--- src/rtl/alu_share_arbiter_if.sv ---
// Request/response/ALU bundle for alu_share_arbiter; slave is the arbiter view, master the requester+ALU view.
// Under ALU_ILLEGAL_OP_CHK_EN the bundle also carries the per-port error flags.
interface alu_share_arbiter_if #(
  parameter int DATA_W = 32,
  parameter int CTRL_W = 4,
  parameter int FLAG_W = 4
);
  logic              req0_valid;
  logic              req0_ready;
  logic [CTRL_W-1:0] req0_ctrl;
  logic [DATA_W-1:0] req0_a;
  logic [DATA_W-1:0] req0_b;
  logic              req1_valid;
  logic              req1_ready;
  logic [CTRL_W-1:0] req1_ctrl;
  logic [DATA_W-1:0] req1_a;
  logic [DATA_W-1:0] req1_b;
  logic              rsp0_valid;
  logic              rsp0_ready;
  logic [DATA_W-1:0] rsp0_data;
  logic [FLAG_W-1:0] rsp0_flag;
  logic              rsp1_valid;
  logic              rsp1_ready;
  logic [DATA_W-1:0] rsp1_data;
  logic [FLAG_W-1:0] rsp1_flag;
  logic [CTRL_W-1:0] alu_ctrl;
  logic [DATA_W-1:0] alu_a;
  logic [DATA_W-1:0] alu_b;
  logic [DATA_W-1:0] alu_data;
  logic [FLAG_W-1:0] alu_flag;
`ifdef ALU_ILLEGAL_OP_CHK_EN
  logic              rsp0_err;
  logic              rsp1_err;
`endif

  modport slave (
    input  req0_valid, req0_ctrl, req0_a, req0_b,
    input  req1_valid, req1_ctrl, req1_a, req1_b,
    output req0_ready, req1_ready,
    output rsp0_valid, rsp0_data, rsp0_flag,
    output rsp1_valid, rsp1_data, rsp1_flag,
    input  rsp0_ready, rsp1_ready,
`ifdef ALU_ILLEGAL_OP_CHK_EN
    output rsp0_err, rsp1_err,
`endif
    output alu_ctrl, alu_a, alu_b,
    input  alu_data, alu_flag
  );

  modport master (
    output req0_valid, req0_ctrl, req0_a, req0_b,
    output req1_valid, req1_ctrl, req1_a, req1_b,
    input  req0_ready, req1_ready,
    input  rsp0_valid, rsp0_data, rsp0_flag,
    input  rsp1_valid, rsp1_data, rsp1_flag,
    output rsp0_ready, rsp1_ready,
`ifdef ALU_ILLEGAL_OP_CHK_EN
    input  rsp0_err, rsp1_err,
`endif
    input  alu_ctrl, alu_a, alu_b,
    output alu_data, alu_flag
  );
endinterface

--- src/rtl/alu_share_arbiter.sv ---
// Round-robin share of one combinational ALU between two requesters; one op in flight, response 2 cycles after accept.
// Optional ALU_ILLEGAL_OP_CHK_EN: unsupported opcodes bypass the ALU and respond next cycle with err=1.
module alu_share_arbiter #(
  parameter int DATA_W = 32,
  parameter int CTRL_W = 4,
  parameter int FLAG_W = 4
) (
  input logic                clk,
  input logic                rst_n,
  alu_share_arbiter_if.slave arb
);
  typedef enum logic [1:0] {S_IDLE, S_EXEC, S_RESP} state_t;

  state_t                 r_state;
  logic                   r_owner;
  logic                   r_last_grant;
  logic [CTRL_W-1:0]      r_alu_ctrl;
  logic [DATA_W-1:0]      r_alu_a;
  logic [DATA_W-1:0]      r_alu_b;
  logic [1:0]             r_rsp_valid;
  logic [1:0][DATA_W-1:0] r_rsp_data;
  logic [1:0][FLAG_W-1:0] r_rsp_flag;
`ifdef ALU_ILLEGAL_OP_CHK_EN
  logic [1:0]             r_rsp_err;
  logic                   w_illegal;
`endif

  logic              w_grant;
  logic              w_accept;
  logic              w_own_rsp_ready;
  logic [CTRL_W-1:0] w_sel_ctrl;
  logic [DATA_W-1:0] w_sel_a;
  logic [DATA_W-1:0] w_sel_b;
  logic [FLAG_W-1:0] w_masked_flag;

  // A lone requester always wins; on a tie the port that did not go last wins.
  always_comb begin
    w_grant = 1'b0;
    if (arb.req0_valid && arb.req1_valid) w_grant = ~r_last_grant;
    else if (arb.req1_valid)              w_grant = 1'b1;
  end

  assign w_accept        = (r_state == S_IDLE) && (arb.req0_valid || arb.req1_valid);
  assign arb.req0_ready  = (r_state == S_IDLE) && arb.req0_valid && !w_grant;
  assign arb.req1_ready  = (r_state == S_IDLE) && arb.req1_valid &&  w_grant;
  assign w_sel_ctrl      = w_grant ? arb.req1_ctrl : arb.req0_ctrl;
  assign w_sel_a         = w_grant ? arb.req1_a    : arb.req0_a;
  assign w_sel_b         = w_grant ? arb.req1_b    : arb.req0_b;
  assign w_own_rsp_ready = r_owner ? arb.rsp1_ready : arb.rsp0_ready;

  // The ALU only refreshes flags on compare opcodes, so anything else must not pass them on.
  always_comb begin
    w_masked_flag = '0;
    if (r_alu_ctrl == CTRL_W'(1))      w_masked_flag[1:0] = arb.alu_flag[1:0];
    else if (r_alu_ctrl == CTRL_W'(3)) w_masked_flag[3:2] = arb.alu_flag[3:2];
  end

`ifdef ALU_ILLEGAL_OP_CHK_EN
  assign w_illegal = (w_sel_ctrl == CTRL_W'(4)) || (w_sel_ctrl >= CTRL_W'(10));
`endif

  always_ff @(posedge clk or negedge rst_n) begin
    if (!rst_n) begin
      r_state      <= S_IDLE;
      r_owner      <= 1'b0;
      r_last_grant <= 1'b1;
      r_alu_ctrl   <= '0;
      r_alu_a      <= '0;
      r_alu_b      <= '0;
      r_rsp_valid  <= '0;
      r_rsp_data   <= '0;
      r_rsp_flag   <= '0;
`ifdef ALU_ILLEGAL_OP_CHK_EN
      r_rsp_err    <= '0;
`endif
    end else begin
      case (r_state)
        S_IDLE: begin
          if (w_accept) begin
            r_owner      <= w_grant;
            r_last_grant <= w_grant;
`ifdef ALU_ILLEGAL_OP_CHK_EN
            if (w_illegal) begin
              r_state              <= S_RESP;
              r_rsp_valid[w_grant] <= 1'b1;
              r_rsp_data[w_grant]  <= '0;
              r_rsp_flag[w_grant]  <= '0;
              r_rsp_err[w_grant]   <= 1'b1;
            end else begin
              r_state    <= S_EXEC;
              r_alu_ctrl <= w_sel_ctrl;
              r_alu_a    <= w_sel_a;
              r_alu_b    <= w_sel_b;
            end
`else
            r_state    <= S_EXEC;
            r_alu_ctrl <= w_sel_ctrl;
            r_alu_a    <= w_sel_a;
            r_alu_b    <= w_sel_b;
`endif
          end
        end
        S_EXEC: begin
          r_state              <= S_RESP;
          r_rsp_valid[r_owner] <= 1'b1;
          r_rsp_data[r_owner]  <= arb.alu_data;
          r_rsp_flag[r_owner]  <= w_masked_flag;
`ifdef ALU_ILLEGAL_OP_CHK_EN
          r_rsp_err[r_owner]   <= 1'b0;
`endif
        end
        S_RESP: begin
          if (w_own_rsp_ready) begin
            r_rsp_valid <= '0;
            r_state     <= S_IDLE;
          end
        end
        default: r_state <= S_IDLE;
      endcase
    end
  end

  assign arb.alu_ctrl   = r_alu_ctrl;
  assign arb.alu_a      = r_alu_a;
  assign arb.alu_b      = r_alu_b;
  assign arb.rsp0_valid = r_rsp_valid[0];
  assign arb.rsp1_valid = r_rsp_valid[1];
  assign arb.rsp0_data  = r_rsp_data[0];
  assign arb.rsp1_data  = r_rsp_data[1];
  assign arb.rsp0_flag  = r_rsp_flag[0];
  assign arb.rsp1_flag  = r_rsp_flag[1];
`ifdef ALU_ILLEGAL_OP_CHK_EN
  assign arb.rsp0_err   = r_rsp_err[0];
  assign arb.rsp1_err   = r_rsp_err[1];
`endif
endmodule

--- src/flat_wrapper.sv ---
// flat-port wrapper written by rule: the top's interface ports become plain ports
module alu_share_arbiter_flat 
#(
  parameter int DATA_W = 32,
  parameter int CTRL_W = 4,
  parameter int FLAG_W = 4
)
  (clk, rst_n, arb_req0_valid, arb_req0_ctrl, arb_req0_a, arb_req0_b, arb_req1_valid, arb_req1_ctrl, arb_req1_a, arb_req1_b, arb_req0_ready, arb_req1_ready, arb_rsp0_valid, arb_rsp0_data, arb_rsp0_flag, arb_rsp1_valid, arb_rsp1_data, arb_rsp1_flag, arb_rsp0_ready, arb_rsp1_ready, arb_alu_ctrl, arb_alu_a, arb_alu_b, arb_alu_data, arb_alu_flag);
  alu_share_arbiter_if #(.DATA_W(DATA_W), .CTRL_W(CTRL_W), .FLAG_W(FLAG_W)) arb_i ();
  input logic clk;
  input logic rst_n;
  input wire logic [$bits(arb_i.req0_valid)-1:0] arb_req0_valid;
  input wire logic [$bits(arb_i.req0_ctrl)-1:0] arb_req0_ctrl;
  input wire logic [$bits(arb_i.req0_a)-1:0] arb_req0_a;
  input wire logic [$bits(arb_i.req0_b)-1:0] arb_req0_b;
  input wire logic [$bits(arb_i.req1_valid)-1:0] arb_req1_valid;
  input wire logic [$bits(arb_i.req1_ctrl)-1:0] arb_req1_ctrl;
  input wire logic [$bits(arb_i.req1_a)-1:0] arb_req1_a;
  input wire logic [$bits(arb_i.req1_b)-1:0] arb_req1_b;
  output wire logic [$bits(arb_i.req0_ready)-1:0] arb_req0_ready;
  output wire logic [$bits(arb_i.req1_ready)-1:0] arb_req1_ready;
  output wire logic [$bits(arb_i.rsp0_valid)-1:0] arb_rsp0_valid;
  output wire logic [$bits(arb_i.rsp0_data)-1:0] arb_rsp0_data;
  output wire logic [$bits(arb_i.rsp0_flag)-1:0] arb_rsp0_flag;
  output wire logic [$bits(arb_i.rsp1_valid)-1:0] arb_rsp1_valid;
  output wire logic [$bits(arb_i.rsp1_data)-1:0] arb_rsp1_data;
  output wire logic [$bits(arb_i.rsp1_flag)-1:0] arb_rsp1_flag;
  input wire logic [$bits(arb_i.rsp0_ready)-1:0] arb_rsp0_ready;
  input wire logic [$bits(arb_i.rsp1_ready)-1:0] arb_rsp1_ready;
  output wire logic [$bits(arb_i.alu_ctrl)-1:0] arb_alu_ctrl;
  output wire logic [$bits(arb_i.alu_a)-1:0] arb_alu_a;
  output wire logic [$bits(arb_i.alu_b)-1:0] arb_alu_b;
  input wire logic [$bits(arb_i.alu_data)-1:0] arb_alu_data;
  input wire logic [$bits(arb_i.alu_flag)-1:0] arb_alu_flag;
  assign arb_i.req0_valid = arb_req0_valid;
  assign arb_i.req0_ctrl = arb_req0_ctrl;
  assign arb_i.req0_a = arb_req0_a;
  assign arb_i.req0_b = arb_req0_b;
  assign arb_i.req1_valid = arb_req1_valid;
  assign arb_i.req1_ctrl = arb_req1_ctrl;
  assign arb_i.req1_a = arb_req1_a;
  assign arb_i.req1_b = arb_req1_b;
  assign arb_req0_ready = arb_i.req0_ready;
  assign arb_req1_ready = arb_i.req1_ready;
  assign arb_rsp0_valid = arb_i.rsp0_valid;
  assign arb_rsp0_data = arb_i.rsp0_data;
  assign arb_rsp0_flag = arb_i.rsp0_flag;
  assign arb_rsp1_valid = arb_i.rsp1_valid;
  assign arb_rsp1_data = arb_i.rsp1_data;
  assign arb_rsp1_flag = arb_i.rsp1_flag;
  assign arb_i.rsp0_ready = arb_rsp0_ready;
  assign arb_i.rsp1_ready = arb_rsp1_ready;
  assign arb_alu_ctrl = arb_i.alu_ctrl;
  assign arb_alu_a = arb_i.alu_a;
  assign arb_alu_b = arb_i.alu_b;
  assign arb_i.alu_data = arb_alu_data;
  assign arb_i.alu_flag = arb_alu_flag;
  alu_share_arbiter #(.DATA_W(DATA_W), .CTRL_W(CTRL_W), .FLAG_W(FLAG_W)) u_core (.clk(clk), .rst_n(rst_n), .arb(arb_i));
endmodule
--- config.mk ---
export PLATFORM = sky130hd
export DESIGN_NAME = alu_share_arbiter_flat
export DESIGN_NICKNAME = d
export VERILOG_FILES = /design/src/rtl/alu_share_arbiter_if.sv /design/src/rtl/alu_share_arbiter.sv /design/src/flat_wrapper.sv
export SDC_FILE = /design/constraint.sdc
export NUM_CORES = 1
export LEC_CHECK = 0
export ABC_CLOCK_PERIOD_IN_PS = 5050
export BUFFER_PORTS_ARGS = -buffer_cell sky130_fd_sc_hd__buf_2
export CAP_MARGIN = 15
export CORE_MARGIN = 5
export CORE_UTILIZATION = 40
export CTS_CLUSTER_SIZE = 28
export DETAILED_ROUTE_END_ITERATION = 10
export PLACE_DENSITY_LB_ADDON = 0.2
export RECOVER_POWER = 50
export SYNTH_ARGS = -nofsm -noshare
export SYNTH_HDL_FRONTEND = slang
export SYNTH_SLANG_ARGS = --single-unit
--- constraint.sdc ---
create_clock -name clk -period 5.05 [get_ports clk]
set_input_delay 1.2625 -clock clk [delete_from_list [all_inputs] [get_ports clk]]
set_output_delay 1.2625 -clock clk [all_outputs]
set_load 0.005 [all_outputs]
After elaboration in Yosys (flattened, before gate mapping)
Index checks and enable logic that the tools add are counted.
{ "op_classes": {"eq_ne": 6, "n_bitwise": 2, "reduce_logical": 14, "magnitude_cmp": 2, "mux": 21} }
{ "op_table": {"columns": ["operator", "count"], "rows": [
  ["32-bit two-way mux", 3],
  ["64-bit bitwise mux", 1],
  ["32-bit demux with 1-bit select", 1],
  ["2-bit two-way mux", 5],
  ["8-bit bitwise mux", 1],
  ["4-bit two-way mux", 2],
  ["1-bit logical AND", 7],
  ["2-bit case mux with 3 select lines", 1],
  ["2-bit AND reduction", 3],
  ["4-bit demux with 1-bit select", 1],
  ["4-bit by 1-bit equality test with 1-bit output, second input constant", 1],
  ["4-bit by 2-bit equality test with 1-bit output, second input constant", 1],
  ["1-bit two-way mux", 4],
  ["2-bit by 1-bit inequality test with 1-bit output, second input constant", 2],
  ["2-bit case mux with 2 select lines", 1],
  ["2-bit by 1-bit equality test with 1-bit output, second input constant", 1],
  ["2-bit equality test, second input constant", 1],
  ["2-bit zero test", 1],
  ["1-bit by 2-bit less-than comparator with 1-bit output, second input constant", 1],
  ["2-bit OR", 1],
  ["2-bit nonzero test", 1],
  ["1-bit demux with 1-bit select", 1],
  ["1-bit greater-or-equal comparator, second input constant", 1],
  ["1-bit zero test", 1],
  ["2 further kinds", 2]
]} }
{ "totals": {"reg_bits": 146, "in_bits": 178} }

Longest topological paths before layout
{ "logic_depth": {"ltp_word": 6, "depth_mapped": 5, "ltp_nobuf": 3} }

Least setup slack after synthesis
OpenSTA, ideal clock, no wires.
{ "synth_path": {"kind": "input to output", "startpoint": "input arb_req1_valid", "endpoint": "output arb_req1_ready", "setup_slack_ns": 1.860, "cell_stages": 4, "required_time_ns": 3.788, "t_arrival_ns": 1.927, "n_path_buf": 2, "path_cell_list": "a21bo_1 -> buf_6 -> buf_6 -> nor3_1"} }
{ "synth_via": {"elab_chain_len": 3, "elab_cells_between_ends": 5} }
{ "synth_rtl": {"columns": ["item", "line", "rtl"], "rows": [
  ["from (decl)", "flat_wrapper.sv:16", "input wire logic [$bits(arb_i.req1_valid)-1:0] arb_req1_valid;"],
  ["1-bit two-way mux / 1-bit logical AND (equally long branches)", "alu_share_arbiter.sv:40, alu_share_arbiter.sv:39", null],
  ["1-bit two-way mux", "alu_share_arbiter.sv:39", "if (arb.req0_valid && arb.req1_valid) w_grant = ~r_last_grant;"],
  ["1-bit logical AND *", "alu_share_arbiter.sv:45", "assign arb.req1_ready = (r_state == S_IDLE) && arb.req1_valid && w_grant;"],
  ["to (decl)", "flat_wrapper.sv:21", "output wire logic [$bits(arb_i.req1_ready)-1:0] arb_req1_ready;"]
]} }
Mark *: on every way between the ends. The rest lies on a longest branch, timed or not.

Worst setup path in the final report
{ "layout_path": {"startpoint": "input arb_req0_valid", "endpoint": "output arb_req0_ready"} }
{ "layout_via": {"elab_chain_len": 4, "elab_cells_between_ends": 5} }
{ "layout_rtl": {"columns": ["item", "line", "rtl"], "rows": [
  ["from (decl)", "flat_wrapper.sv:12", "input wire logic [$bits(arb_i.req0_valid)-1:0] arb_req0_valid;"],
  ["1-bit logical AND", "alu_share_arbiter.sv:39", null],
  ["1-bit two-way mux", "alu_share_arbiter.sv:39", null],
  ["1-bit zero test", "alu_share_arbiter.sv:44", "assign arb.req0_ready = (r_state == S_IDLE) && arb.req0_valid && !w_grant;"],
  ["1-bit logical AND *", "alu_share_arbiter.sv:44", null],
  ["to (decl)", "flat_wrapper.sv:20", "output wire logic [$bits(arb_i.req0_ready)-1:0] arb_req0_ready;"]
]} }
Marked as above.

==> flow_summary.toml <==
[pwr]
peakVddDrop_v = 0.0002315
p_per_area_mw_per_mm2 = 604.5
leakagePower_nw = 4.587

[placement]
dp_hpwl_um = 12950
port_buffers = 321
gp_congestion = 0.8023

[global_routing]
grt_overflow_total = 0
grt_first_pass_wirelength_um = 26580
track_usage = 0.1695
first_global_vias = 5083
grt_max_degree = 85
antenna_found_initial = 0

[layout]
num_antenna_cells = 0
final_common_cell = "buf_2"
drive_gt1_frac = 0.7290
layout.nets = 914
syn_to_final_growth_pct = 32.64
final_cell_mix = "319 x buf_2, 145 x dfrtp_1, 99 x mux2_2"

[min_path]
worstHoldPathType = "reg -> reg"
hold_start = "u_core.arb.rsp1_flag[1]"

[worst_setup_path]
startpoint_type = "input pin"
cp-end-kind = "output port"
critical_path.startpoint = "arb_req0_valid"
reg2reg_depth = 3
path_class = "in -> out"
crit_path_max_fanout = 16
cp.arrival_ns = 2.12
endpoint = "arb_req0_ready"
reg2reg_from = "u_core.r_state[0]"
timing.rr.end = "u_core.arb.rsp0_data[7]"
crit_required_ns = 3.79
rrSetupSlack_ns = 2.10

[floorplanning]
start_util = 0.4078
die_area_mm2 = 0.01961
core_mm2 = 0.01658
placementRows = 47
die_w_um = 140.0
die_y_um = 140.0
ioPinCount = 322

[sta]
finalHoldViolations = 0
slew_headroom = -0.3903
rsz0062_at_grt = "no"
max_freq_mhz = 296.1
fin_crit_ns = 3.377
setup_violations = 0
fin_setup_tns_ns = 0
fin_skew_ns = 0.009992
fin_crit_sh = 0.6688
finalMaxSlewViolations = 106
worst_pin_slew_ns = 2.085
hold_slack_ns = 0.4932

[drt]
ant_nets = 0
drt_first_pass_iters = 4
drt-total-wl_um = 16840
wl_per_cell_um = 17.38
vias = 4583
drc = 0
drt_iter0_drc = 125
avgViaCountPerCell = 4.730

[synthesis]
syn-num-nets = 593
syn_inst = 415
synth.avg_cell_area_um2 = 16.30
synth_seq_cells = 146
seq_area_frac_synth = 0.5404
syn_area_mm2 = 0.006763
ys_types = 25
yosys_warnings = 0

[clocking]
cts.sinks = 146
cts_tree = "done"
cts_buffers = 17
postCtsSetupBuffers = 0
root_buffer = "clkbuf_16"
post_cts_resized = 0
ctsHoldBuffers = 0
htree_levels = 4
path_clk_slew_ns = 0.05
clockBufferDepth = 2
worstSkewPairLatency_ns = 0.41

[status]
violations = "max-capacitance violations, max-slew violations"
status = "finished with violations"

[run]
cap_violations = 2
-- report_power, final --
part / leakage (nW) / total (mW) / switching, mW / internal [mW]
Clock: 0.270 / 1.18 / 0.504 / 0.681
Sequential: 1.72 / 2.09 / 0.320 / 1.77
Combinational: 2.60 / 2.14 / 0.867 / 1.28
-- stage by stage --
step                instance area [um^2]    util  power (mW)  setup slack (ns)  std cells
floorplan                           6763       -       3.456             1.860        415
global placement                    8472  0.5109       4.283             1.716        937
detailed placement                  8472  0.5109       4.356             1.671        937
CTS                                 9031  0.5446       5.574             1.704        969
global route                        8970  0.5409       5.779             1.576        969
finish                              8970  0.5409       5.423             1.673        969
-- flip-flops by register name (all words and copies together), names as in the netlist --
name                  flops
u_core.arb.alu_ctrl       4
u_core.arb.rsp0_data     32
u_core.arb.rsp1_flag      4
u_core.r_last_grant       1
u_core.arb.alu_b         32
u_core.arb.rsp1_data     32
u_core.r_owner            1
u_core.arb.rsp0_flag      4
u_core.r_state            2
u_core.arb.alu_a         32
u_core.r_rsp_valid        2
-- cells in the mapped netlist --
| cell type | instances | area [um^2] |
|---|---|---|
| dfstp_2 | 1 | 26.28 |
| buf_12 | 3 | 60.06 |
| mux2_2 | 101 | 1137 |
| nor2_1 | 1 | 3.750 |
| nand2_1 | 15 | 56.30 |
| nor4b_1 | 1 | 8.760 |
| a21o_1 | 1 | 7.510 |
| buf_2 | 11 | 55.05 |
| mux2_4 | 100 | 1501 |
| a21bo_2 | 1 | 10.01 |
| o21a_1 | 1 | 7.510 |
| a21bo_1 | 1 | 10.01 |
| clkbuf_1 | 1 | 3.750 |
| inv_1 | 2 | 7.510 |
| buf_6 | 10 | 112.6 |
| nor3_1 | 1 | 5.000 |
| or3b_1 | 1 | 8.760 |
| nand3b_1 | 1 | 7.510 |
| nor4bb_1 | 1 | 10.01 |
| o21ai_0 | 10 | 50.05 |
| dfrtp_1 | 145 | 3628 |
| a22o_1 | 2 | 17.52 |
| o21bai_1 | 2 | 15.01 |
| nand2b_1 | 1 | 6.260 |
| and3_1 | 1 | 6.260 |
-- per-layer routing --
layer,track usage,wire (um)
met1,0.1934,6523
met2,0.2953,8606
met3,0.05726,1330
met4,0.06323,384
met5,0,0
-- critical path: stages --
cell and delay, ns:
clkbuf_1 0.17, a21bo_4 0.35, and3_1 0.21, buf_2 0.12
-- worst min path at each step --
stage | endpoint | slack, ns | cells past startpoint
2_1_floorplan | u_core.arb.rsp0_flag[0] | 0.47 | 2
3_3_place_gp | u_core.arb.rsp1_flag[3] | 0.46 | 2
3_5_place_dp | u_core.arb.rsp1_flag[3] | 0.48 | 2
4_1_cts | u_core.arb.rsp1_flag[3] | 0.49 | 2
5_1_grt | u_core.arb.rsp0_data[23] | 0.51 | 1
6_report | u_core.arb.rsp1_flag[1] | 0.49 | 2
-- cells by family (layout without fill, tap and decap cells) --
| logic type | Yosys count | after routing | synth area share |
|---|---|---|---|
| AND/OR/NAND/NOR | 23 | 23 | 0.01665 |
| multiplexers | 201 | 201 | 0.3902 |
| flip-flops | 146 | 146 | 0.5404 |
| AO/OA/AOI/OAI | 18 | 18 | 0.01739 |
| buffers and inverters | 27 | 361 | 0.03534 |
-- layout make-up --
type | instances | area (um^2)
fillers | 1487 | 7614
clock buffers | 17 | 425.4
clock inverters | 15 | 133.9
repair buffers | 327 | 1643
inverters | 2 | 7.507
multi-input cells | 242 | 2830
flip-flops and latches | 146 | 3655
well taps | 220 | 275.3
Power figures use the tool's default switching activity.
